### src/rtl/split_target_port_gen2.sv
// Serial-bus target port: deserialises commands, serialises FIFO read data.
// Optional receive/transmit even parity with `define SPLIT_TARGET_PARITY_EN.
module split_target_port_gen2 #(
  parameter int ADDR_WIDTH = 16,
  parameter int DATA_WIDTH = 8,
  parameter int TX_DEPTH   = 4
) (
  input  logic                  clk,
  input  logic                  rst_n,
  input  logic                  bus_data_in,
  input  logic                  bus_data_in_valid,
  input  logic                  bus_mode,
  input  logic                  bus_rw,
  input  logic                  decoder_valid,
  output logic                  bus_data_out,
  output logic                  bus_data_out_valid,
  output logic [ADDR_WIDTH-1:0] target_addr_in,
  output logic [DATA_WIDTH-1:0] target_data_in,
  output logic                  target_cmd_write,
  output logic                  target_cmd_valid,
  input  logic                  target_cmd_ready,
  input  logic [DATA_WIDTH-1:0] target_data_out,
  input  logic                  target_data_out_valid,
  output logic                  target_data_out_ready,
  output logic                  tx_busy,
  output logic                  parity_err,
  input  logic                  split_req,
  input  logic                  arbiter_grant,
  input  logic                  target_split_ack,
  output logic                  arbiter_split_req,
  output logic                  split_grant,
  output logic                  bus_split_ack
);

  localparam int MW = (ADDR_WIDTH > DATA_WIDTH) ? ADDR_WIDTH : DATA_WIDTH;
  localparam int BW = $clog2(MW);
  localparam int TW = $clog2(DATA_WIDTH);
  localparam int PW = $clog2(TX_DEPTH);
  localparam int CW = PW + 1;

  localparam logic [2:0] R_ADDR = 3'd0;
  localparam logic [2:0] R_DATA = 3'd1;
  localparam logic [2:0] R_HOLD = 3'd2;
`ifdef SPLIT_TARGET_PARITY_EN
  localparam logic [2:0] R_APAR = 3'd3;
  localparam logic [2:0] R_DPAR = 3'd4;
  localparam logic [1:0] T_PAR  = 2'd3;
`endif
  localparam logic [1:0] T_IDLE  = 2'd0;
  localparam logic [1:0] T_LOAD  = 2'd1;
  localparam logic [1:0] T_SHIFT = 2'd2;

  logic [2:0]            state_q, state_d;
  logic [BW-1:0]         cnt_q, cnt_d;
  logic [ADDR_WIDTH-1:0] addr_q, addr_d;
  logic [DATA_WIDTH-1:0] data_q, data_d;
  logic                  wr_q, wr_d;
  logic                  bit_ok;
  logic                  last_a, last_d;
`ifdef SPLIT_TARGET_PARITY_EN
  logic                  dec_q, dec_d;
  logic                  rw_q, rw_d;
  logic                  perr_q, perr_d;
  logic                  tpar_q, tpar_d;
`endif

  logic [DATA_WIDTH-1:0] mem_q [TX_DEPTH];
  logic [PW-1:0]         wp_q, wp_d;
  logic [PW-1:0]         rp_q, rp_d;
  logic [CW-1:0]         count_q, count_d;
  logic [1:0]            ts_q, ts_d;
  logic [DATA_WIDTH-1:0] sh_q, sh_d;
  logic [TW-1:0]         tcnt_q, tcnt_d;
  logic                  ov_q, ov_d;
  logic                  od_q, od_d;
  logic                  push, pop, fifo_ne;

  assign arbiter_split_req = split_req;
  assign split_grant       = arbiter_grant;
  assign bus_split_ack     = target_split_ack;

  assign fifo_ne = (count_q != '0);
  assign tx_busy = fifo_ne || (ts_q != T_IDLE);
  assign target_data_out_ready = (count_q != CW'(TX_DEPTH));
  assign push = target_data_out_valid && target_data_out_ready;

  assign bus_data_out       = od_q;
  assign bus_data_out_valid = ov_q;
  assign target_addr_in     = addr_q;
  assign target_data_in     = data_q;
  assign target_cmd_write   = wr_q;
  assign target_cmd_valid   = (state_q == R_HOLD);
`ifdef SPLIT_TARGET_PARITY_EN
  assign parity_err = perr_q;
`else
  assign parity_err = 1'b0;
`endif

  // Half-duplex: the receiver is deaf while read data is pending or moving.
  assign bit_ok = bus_data_in_valid && !tx_busy;
  assign last_a = (cnt_q == BW'(ADDR_WIDTH - 1));
  assign last_d = (cnt_q == BW'(DATA_WIDTH - 1));

  always_comb begin
    state_d = state_q;
    cnt_d   = cnt_q;
    addr_d  = addr_q;
    data_d  = data_q;
    wr_d    = wr_q;
`ifdef SPLIT_TARGET_PARITY_EN
    dec_d   = dec_q;
    rw_d    = rw_q;
    perr_d  = 1'b0;
`endif
    case (state_q)
      R_ADDR: begin
        if (bit_ok && !bus_mode) begin
          for (int i = 0; i < ADDR_WIDTH; i++)
            if (cnt_q == BW'(i)) addr_d[i] = bus_data_in;
          if (last_a) begin
            cnt_d = '0;
`ifdef SPLIT_TARGET_PARITY_EN
            dec_d   = decoder_valid;
            rw_d    = bus_rw;
            state_d = R_APAR;
`else
            if (decoder_valid) begin
              data_d  = '0;
              wr_d    = 1'b0;
              state_d = bus_rw ? R_DATA : R_HOLD;
            end
`endif
          end else begin
            cnt_d = cnt_q + 1'b1;
          end
        end
      end
`ifdef SPLIT_TARGET_PARITY_EN
      R_APAR: begin
        if (bit_ok && !bus_mode) begin
          if (bus_data_in != ^addr_q) begin
            perr_d  = 1'b1;
            state_d = R_ADDR;
          end else if (!dec_q) begin
            state_d = R_ADDR;
          end else begin
            data_d  = '0;
            wr_d    = 1'b0;
            state_d = rw_q ? R_DATA : R_HOLD;
          end
        end
      end
      R_DPAR: begin
        if (bit_ok && bus_mode) begin
          if (bus_data_in != ^data_q) begin
            perr_d  = 1'b1;
            state_d = R_ADDR;
          end else begin
            wr_d    = 1'b1;
            state_d = R_HOLD;
          end
        end
      end
`endif
      R_DATA: begin
        if (bit_ok && bus_mode) begin
          for (int i = 0; i < DATA_WIDTH; i++)
            if (cnt_q == BW'(i)) data_d[i] = bus_data_in;
          if (last_d) begin
            cnt_d = '0;
`ifdef SPLIT_TARGET_PARITY_EN
            state_d = R_DPAR;
`else
            wr_d    = 1'b1;
            state_d = R_HOLD;
`endif
          end else begin
            cnt_d = cnt_q + 1'b1;
          end
        end else if (bit_ok) begin
          // Address-mode bit aborts the write and starts a new address.
          addr_d[0] = bus_data_in;
          cnt_d     = BW'(1);
          state_d   = R_ADDR;
        end
      end
      R_HOLD: begin
        if (target_cmd_ready) begin
          cnt_d   = '0;
          state_d = R_ADDR;
        end
      end
      default: begin
        cnt_d   = '0;
        state_d = R_ADDR;
      end
    endcase
  end

  always_comb begin
    ts_d   = ts_q;
    sh_d   = sh_q;
    tcnt_d = tcnt_q;
    ov_d   = 1'b0;
    od_d   = 1'b0;
    pop    = 1'b0;
`ifdef SPLIT_TARGET_PARITY_EN
    tpar_d = tpar_q;
`endif
    case (ts_q)
      T_IDLE: begin
        if (fifo_ne) begin
          pop  = 1'b1;
          sh_d = mem_q[rp_q];
          ts_d = T_LOAD;
        end
      end
      T_LOAD: begin
        ov_d   = 1'b1;
        od_d   = sh_q[0];
        sh_d   = sh_q >> 1;
        tcnt_d = '0;
        ts_d   = T_SHIFT;
`ifdef SPLIT_TARGET_PARITY_EN
        tpar_d = ^sh_q;
`endif
      end
      T_SHIFT: begin
        if (tcnt_q == TW'(DATA_WIDTH - 1)) begin
`ifdef SPLIT_TARGET_PARITY_EN
          ov_d = 1'b1;
          od_d = tpar_q;
          ts_d = T_PAR;
`else
          // The next word loads here, giving one idle cycle between words.
          ts_d = T_IDLE;
          if (fifo_ne) begin
            pop  = 1'b1;
            sh_d = mem_q[rp_q];
            ts_d = T_LOAD;
          end
`endif
        end else begin
          ov_d   = 1'b1;
          od_d   = sh_q[0];
          sh_d   = sh_q >> 1;
          tcnt_d = tcnt_q + 1'b1;
        end
      end
      default: begin
        ts_d = T_IDLE;
        if (fifo_ne) begin
          pop  = 1'b1;
          sh_d = mem_q[rp_q];
          ts_d = T_LOAD;
        end
      end
    endcase
  end

  always_comb begin
    wp_d    = push ? wp_q + 1'b1 : wp_q;
    rp_d    = pop ? rp_q + 1'b1 : rp_q;
    count_d = count_q + CW'(push) - CW'(pop);
  end

  always_ff @(posedge clk) begin
    if (push) mem_q[wp_q] <= target_data_out;
  end

  always_ff @(posedge clk or negedge rst_n) begin
    if (!rst_n) begin
      state_q <= R_ADDR;
      cnt_q   <= '0;
      addr_q  <= '0;
      data_q  <= '0;
      wr_q    <= 1'b0;
      wp_q    <= '0;
      rp_q    <= '0;
      count_q <= '0;
      ts_q    <= T_IDLE;
      sh_q    <= '0;
      tcnt_q  <= '0;
      ov_q    <= 1'b0;
      od_q    <= 1'b0;
`ifdef SPLIT_TARGET_PARITY_EN
      dec_q   <= 1'b0;
      rw_q    <= 1'b0;
      perr_q  <= 1'b0;
      tpar_q  <= 1'b0;
`endif
    end else begin
      state_q <= state_d;
      cnt_q   <= cnt_d;
      addr_q  <= addr_d;
      data_q  <= data_d;
      wr_q    <= wr_d;
      wp_q    <= wp_d;
      rp_q    <= rp_d;
      count_q <= count_d;
      ts_q    <= ts_d;
      sh_q    <= sh_d;
      tcnt_q  <= tcnt_d;
      ov_q    <= ov_d;
      od_q    <= od_d;
`ifdef SPLIT_TARGET_PARITY_EN
      dec_q   <= dec_d;
      rw_q    <= rw_d;
      perr_q  <= perr_d;
      tpar_q  <= tpar_d;
`endif
    end
  end

endmodule

### config.mk
export PLATFORM = sky130hd
export DESIGN_NAME = split_target_port_gen2
export DESIGN_NICKNAME = d
export VERILOG_FILES = /design/src/rtl/split_target_port_gen2.sv
export SDC_FILE = /design/constraint.sdc
export NUM_CORES = 1
export LEC_CHECK = 0
export ABC_AREA = 1
export BUFFER_PORTS_ARGS = -buffer_cell sky130_fd_sc_hd__buf_4
export CORE_MARGIN = 3
export CORE_UTILIZATION = 30
export CTS_CLUSTER_DIAMETER = 40
export DETAILED_ROUTE_END_ITERATION = 8
export PLACE_DENSITY = 0.55
export REMOVE_ABC_BUFFERS = 1
export SLEW_MARGIN = 20
export SYNTH_ARGS = -nofsm -noshare
export SYNTH_HDL_FRONTEND = slang
export SYNTH_SLANG_ARGS = --single-unit
### constraint.sdc
create_clock -name clk -period 2.4 [get_ports clk]
set_clock_uncertainty 0.05 [all_clocks]
set_input_delay 0.12 -clock clk [delete_from_list [all_inputs] [get_ports clk]]
set_output_delay 0.12 -clock clk [all_outputs]
set_load 0.005 [all_outputs]
==> flow_summary.json, run 1 <==
{
  "avgSynthCellArea_um2": 9.450,
  "tightest_slew_ps": 681.1,
  "ir_drop_mv": 0.6103,
  "multiInputGateArea_um2": 1592,
  "synthArstFlopShare_pct": 62.35,
  "placed_cells": 654,
  "holdWs_ps": 38.85,
  "syn_area_um2": 4139,
  "min_from": "bus_rw",
  "hp-class": "input port to flop",
  "placementRows": 42,
  "critical_path.most_common_cell": "ha_1",
  "finalHoldViolCount": 0,
  "register_area_um2": 2287,
  "cts_tree": "yes",
  "p_int_mw": 3.480,
  "drt_wl_total_um": 8779,
  "p_comb_share_pct": 34.8,
  "slowest_delay_ps": 390,
  "cts_made_buffers": 9,
  "ys.flop_type": "dfrtp_1",
  "setup-violations-final": 0,
  "yosysMostFrequentCell": "nand2_1",
  "nets": 537,
  "crit_path_cell_trace": "ha_1 > ha_1 > nand2_1 > nand2_1 > nand2_2 > inv_1 > ha_1 > inv_1 > ha_1 > fa_2 > xor2_1",
  "p_switching_mw": 1.982,
  "path_class": "flop to flop",
  "io_pins": 54,
  "clockRootBuffer": "clkbuf_16",
  "die-height_um": 123.5,
  "seqPwrFrac_pct": 37.6,
  "r2r_start": "tcnt_q[0]",
  "synthTopCellsByCount": "78 x nand2_1, 64 x nor2_1, 53 x dfrtp_1, 53 x o21ai_0, 42 x inv_1",
  "min_period_ps": 2230,
  "start_util_pct": 31.01,
  "clk_pin_slew_ps": 60,
  "critPathArrivalTime_ps": 2400,
  "grt_max_degree": 54,
  "worst_slack_ps": 170.1,
  "first_iter_violations": 201,
  "num_vias": 3059,
  "grt_pass1_vias": 3075,
  "crit_path_end_kind": "flop",
  "grt_overflow": 0,
  "core_um2": 13350,
  "p_leak_nw": 2.303,
  "netlist.area_leader.share_pct": 32.04,
  "rsz0062_at_grt": "false",
  "cp_max_fo": 3,
  "clock_sinks": 85,
  "dp.final_hpwl_um": 6319,
  "via_per_inst": 4.492,
  "gp_congestion": 0.8948,
  "fin_crit_sh_pct": 92.91,
  "syn2layout_area_growth_pct": 23.49,
  "grt.total_usage_pct": 12.50,
  "antenna_found_initial": 0,
  "firstDrtPassIters": 4,
  "p_sw_share_pct": 36.29,
  "tns_ps": 0,
  "ys_seq_area_share_pct": 55.26,
  "critPathRequiredTime_ps": 2570,
  "cap_violations": 0,
  "synthTopCellsByArea": "dfrtp_1 32%, edfxtp_1 23%, nand2_1 7.1%",
  "synth_edf_count": 32,
  "status": "complete, no violations",
  "pre_cts_ws_ps": 107.8,
  "fp.dieW_um": 123.5,
  "final_area_um2": 5111,
  "syn_inst": 438,
  "nFillCells": 1340,
  "power_density_nw_per_um2": 1069,
  "die_area_um2": 15240,
  "insertion_delay_ps": 330,
  "drive_gt1_share_pct": 17.43,
  "synthDistinctLibCells": 34,
  "crit_start": "tcnt_q[0]",
  "wl_per_cell_um": 12.89,
  "antenna_cells": 0,
  "grt_pass1_wl_um": 14880,
  "relSlewSlack_pct": 54.60,
  "final_cells": 681,
  "synth_seq_cells": 85,
  "h-tree-depth": 3,
  "fmax_ghz": 0.4485,
  "startpoint_type": "flop",
  "drc_errors": 0,
  "antenna_left": 0,
  "port_buffers": 46,
  "cp_slowest_cell": "dfrtp_1",
  "clock_power_share_pct": 27.6,
  "yosys.area.top_type": "dfrtp_1",
  "dpl_cell_area_um2": 4676,
  "clockBufferDepth": 2,
  "yosys_warnings": 0,
  "slew_viol_final": 0
}
logic make-up after synthesis:
| family | count (synthesis) | share of synthesized area [%] |
|---|---|---|
| fa+ha+maj | 17 | 5.320 |
| compound gates | 79 | 10.67 |
| flops | 85 | 55.26 |
| xor+xnor | 4 | 0.8466 |
| buf+inv | 61 | 6.409 |
| other cells | 1 | 0.09060 |
| simple gates | 191 | 21.40 |
per-stage QoR:
step	power [mW]	utilization [%]
2_1_floorplan	3.345	-
3_3_place_gp	3.902	35.03
3_5_place_dp	3.966	35.03
4_1_cts	5.518	38.20
5_1_grt	5.949	38.29
6_report	5.462	38.29
flip-flops by register name, summed over array words and instances, names as in the netlist:
| name | cells |
|---|---|
| state_q | 2 |
| target_data_in | 8 |
| bus_data_out_valid | 1 |
| bus_data_out | 1 |
| cnt_q | 4 |
| wp_q | 2 |
| target_cmd_write | 1 |
| mem_q | 32 |
| sh_q | 8 |
| tcnt_q | 3 |
| rp_q | 2 |
| count_q | 3 |
| target_addr_in | 16 |
| ts_q | 2 |
what timing repair did:
action	4_1_cts	5_1_grt
buffers inserted	0	1
endpoints found under the hold margin	87	0
setup endpoints to repair	0	1
resized for setup	0	2
hold buffers	10	0
layer usage:
layer	share of wire (%)	vias to the layer above	track usage, %
met4	1.4	0	4.221
li1	-	1586	-
met2	49	49	21.07
met3	4.0	11	3.111
met1	46	1413	15.66
met5	0	-	0
power by group through the flow:
stage	clock network, mW	logic [mW]	registers [mW]
3_5_place_dp	0	1.88	2.08
6_report	1.51	1.90	2.05
3_3_place_gp	0	1.83	2.07
5_1_grt	1.62	2.23	2.10
2_1_floorplan	0	1.28	2.07
4_1_cts	1.55	1.91	2.06
path summary, 6_finish.rpt:
check / to / slack [ps] / depth (start not counted)
max: count_q[2] / 170 / 11
min: state_q[1] / 40 / 4
max reg2reg: count_q[2] / 170 / 11
min reg2reg: target_addr_in[14] / 430 / 2
max in group asynchronous: target_addr_in[1] / 1520 / 2
min in group asynchronous: target_addr_in[14] / 300 / 2
worst max-delay path, delay by kind of cell (launching register included):
family,cells,cell delay [ps]
XOR/XNOR,1,160
adder cells (fa/ha/maj),5,1170
buffers and inverters,2,90
flip-flops,1,390
AND/OR/NAND/NOR,3,230
area by class of cell:
class,instances,share of cell area [%]
Clock buffer,9,4.406
Clock inverter,7,1.909
Inverter,47,3.452
Multi-Input combinational cell,292,31.14
Sequential cell,85,44.75
Tap cell,176,4.308
Timing Repair Buffer,65,10.04
cell usage in the layout (no fill, tap or decap), drive strengths merged:
| cell | synthesis | routed |
|---|---|---|
| dfrtp | 53 | 53 |
| clkinv | 2 | 4 |
| nor2 | 70 | 70 |
| buf | 12 | 55 |
| a211oi | 1 | 1 |
| inv | 45 | 47 |
| xor2 | 3 | 3 |
| nand3b | 1 | 1 |
| a21oi | 8 | 8 |
| nand4 | 26 | 26 |
| bufinv | 0 | 2 |
| conb | 1 | 1 |
| xnor2 | 1 | 1 |
| fa | 1 | 1 |
| ha | 16 | 16 |
| o22ai | 1 | 1 |
| o21ai | 65 | 65 |
| a22o | 2 | 2 |
| clkbuf | 2 | 9 |
| o21bai | 2 | 2 |
| nand3 | 14 | 14 |
| nand2 | 80 | 80 |
| clkinvlp | 0 | 1 |
| dlygate4sd3 | 0 | 10 |
| edfxtp | 32 | 32 |
No activity file was read; power rests on OpenSTA's default activity.
==> inputs of run 2 (changes only) <==
--- a/config.mk
+++ b/config.mk
@@ -11,7 +11,7 @@
 export CORE_UTILIZATION = 30
 export CTS_CLUSTER_DIAMETER = 40
 export DETAILED_ROUTE_END_ITERATION = 8
-export PLACE_DENSITY = 0.55
+export MAX_ROUTING_LAYER = met4
 export REMOVE_ABC_BUFFERS = 1
 export SLEW_MARGIN = 20
 export SYNTH_ARGS = -nofsm -noshare
==> flow_summary.json, run 2 (synthesis gave the netlist of run 1 again) <==
{
  "num_vias": 3118,
  "power_density_nw_per_um2": 1048,
  "crit_cells": 11,
  "largest-register": "mem_q",
  "grt_max_degree": 54,
  "antenna_cells": 0,
  "path_buf_inv": 2,
  "crit_path_cell_trace": "ha_1 > ha_1 > nand2_1 > nand2_1 > nand2_1 > inv_1 > ha_1 > inv_1 > ha_1 > fa_2 > xor2_1",
  "finish.utilization_pct": 38.08,
  "holdWs_ps": 34.89,
  "dp.final_hpwl_um": 6465,
  "crit_path_end_kind": "flop",
  "fp.dieW_um": 123.5,
  "h-tree-depth": 3,
  "clock_power_share_pct": 26.0,
  "tightest_slew_ps": 685.9,
  "placed_cells": 654,
  "drive_gt1_share_pct": 17.26,
  "multiInputGateArea_um2": 1589,
  "grt_pass1_wl_um": 14880,
  "tns_ps": 0,
  "clockRootBuffer": "clkbuf_16",
  "p_sw_share_pct": 38.18,
  "clockBufferDepth": 2,
  "gp_congestion": 0.8890,
  "min_from": "bus_rw",
  "insertion_delay_ps": 340,
  "antenna_found_initial": 0,
  "wl_per_cell_um": 13.01,
  "setup-violations-final": 0,
  "drc_errors": 0,
  "die-height_um": 123.5,
  "ir_drop_mv": 0.5413,
  "cts_tree": "yes",
  "grt_overflow": 0,
  "via_per_inst": 4.585,
  "core_um2": 13350,
  "min_period_ps": 2239,
  "status": "complete, no violations",
  "final_common_cell": "nand2_1",
  "fin_crit_sh_pct": 93.29,
  "nFillCells": 1355,
  "clock_sinks": 85,
  "path_class": "flop to flop",
  "postCtsSetupBuffers": 0,
  "critPathRequiredTime_ps": 2580,
  "crit_family": "adder cells",
  "dpl_cell_area_um2": 4676,
  "relSlewSlack_pct": 54.28,
  "slew_viol_final": 0,
  "rsz0062_at_grt": "false",
  "placementRows": 42,
  "layout_common_cells": "78 x nand2_1, 64 x nor2_1, 54 x buf_4",
  "slowest_delay_ps": 400,
  "start_util_pct": 31.01,
  "seqPwrFrac_pct": 38.6,
  "die_area_um2": 15240,
  "rr_worst_depth": 11,
  "fmax_ghz": 0.4466,
  "syn2layout_area_growth_pct": 22.79,
  "cp_max_fo": 3,
  "firstDrtPassIters": 4,
  "clk_pin_slew_ps": 70,
  "final_cells": 680,
  "cp_slowest_cell": "dfrtp_1",
  "whs_endpoint": "state_q[1]",
  "finalHoldViolCount": 0,
  "cap_violations": 0,
  "nets": 536,
  "grt_pass1_vias": 3095,
  "hold_depth": 4,
  "antenna_left": 0,
  "critical_path.most_common_cell": "ha_1",
  "r2r_end": "count_q[2]",
  "largest_reg_flops": 32,
  "r2r_start": "tcnt_q[0]",
  "p_leak_nw": 2.292,
  "hp-class": "input port to flop",
  "critPathArrivalTime_ps": 2420,
  "io_pins": 54,
  "grt.total_usage_pct": 12.82,
  "startpoint_type": "flop",
  "drt_wl_total_um": 8844,
  "p_comb_share_pct": 35.4,
  "regToRegSetupSlack_ps": 160,
  "p_int_mw": 3.292,
  "port_buffers": 46,
  "first_iter_violations": 241,
  "register_area_um2": 2287,
  "cts_made_buffers": 9,
  "final_area_um2": 5082,
  "p_switching_mw": 2.033
}
run 2: changes by cell type in the layout (fill, tap and decap cells not counted), sizes merged:
cell / change
bufinv: -2
inv: +2
buf: -1
clkinv: +1
clkinvlp: -1
run 2: cell type report:
cell class	count	area share (%)
sequential	85	45.00
inverter	47	3.471
timing repair buffer	64	9.946
clock inverter	7	1.551
clock buffer	9	4.431
tap	176	4.333
multi-input combinational	292	31.27
run 2: how the worst max path moves through the flow:
stage | startpoint | end | slack (ps)
6_report | tcnt_q[0] | count_q[2] | 160
4_1_cts | tcnt_q[0] | count_q[2] | 110
3_5_place_dp | tcnt_q[0] | count_q[2] | 120
5_1_grt | tcnt_q[0] | count_q[2] | 10
3_3_place_gp | tcnt_q[0] | count_q[2] | 180
2_1_floorplan | tcnt_q[0] | count_q[2] | 160
run 2: through the flow:
| stage | setup WS [ps] | power [mW] |
|---|---|---|
| after global placement | 175.0 | 3.893 |
| after global routing | 10.48 | 5.796 |
| final | 160.9 | 5.325 |
| after CTS | 107.0 | 5.399 |
| after detailed placement | 120.6 | 3.981 |
| after floorplan | 160.0 | 3.345 |
run 2: routing by layer:
layer	part of all wire [%]	vias to the layer above	global-route usage (%)
met3	5.1	14	3.156
met2	49	80	21.75
met4	1.2	0	3.322
met5	0	-	-
li1	-	1587	-
met1	44	1437	15.31
run 2: repair_timing:
item,in CTS,in global routing
hold endpoints to repair,87,0
hold buffers,10,0
gates resized for setup,0,1
endpoints found under the setup margin,0,1
run 2: tightest hold or removal path, stage by stage:
cell and delay [ps]:
buf_4 90, nand2_1 40, nand2_1 80, o21ai_2 60
run 2: power groups by stage:
stage               Sequential, mW  Combinational, mW  Clock [mW]
finish                        2.06               1.88        1.39
global route                  2.10               2.21        1.49
CTS                           2.06               1.91        1.43
detailed placement            2.09               1.89           0
global placement              2.07               1.82           0
floorplan                     2.07               1.28           0
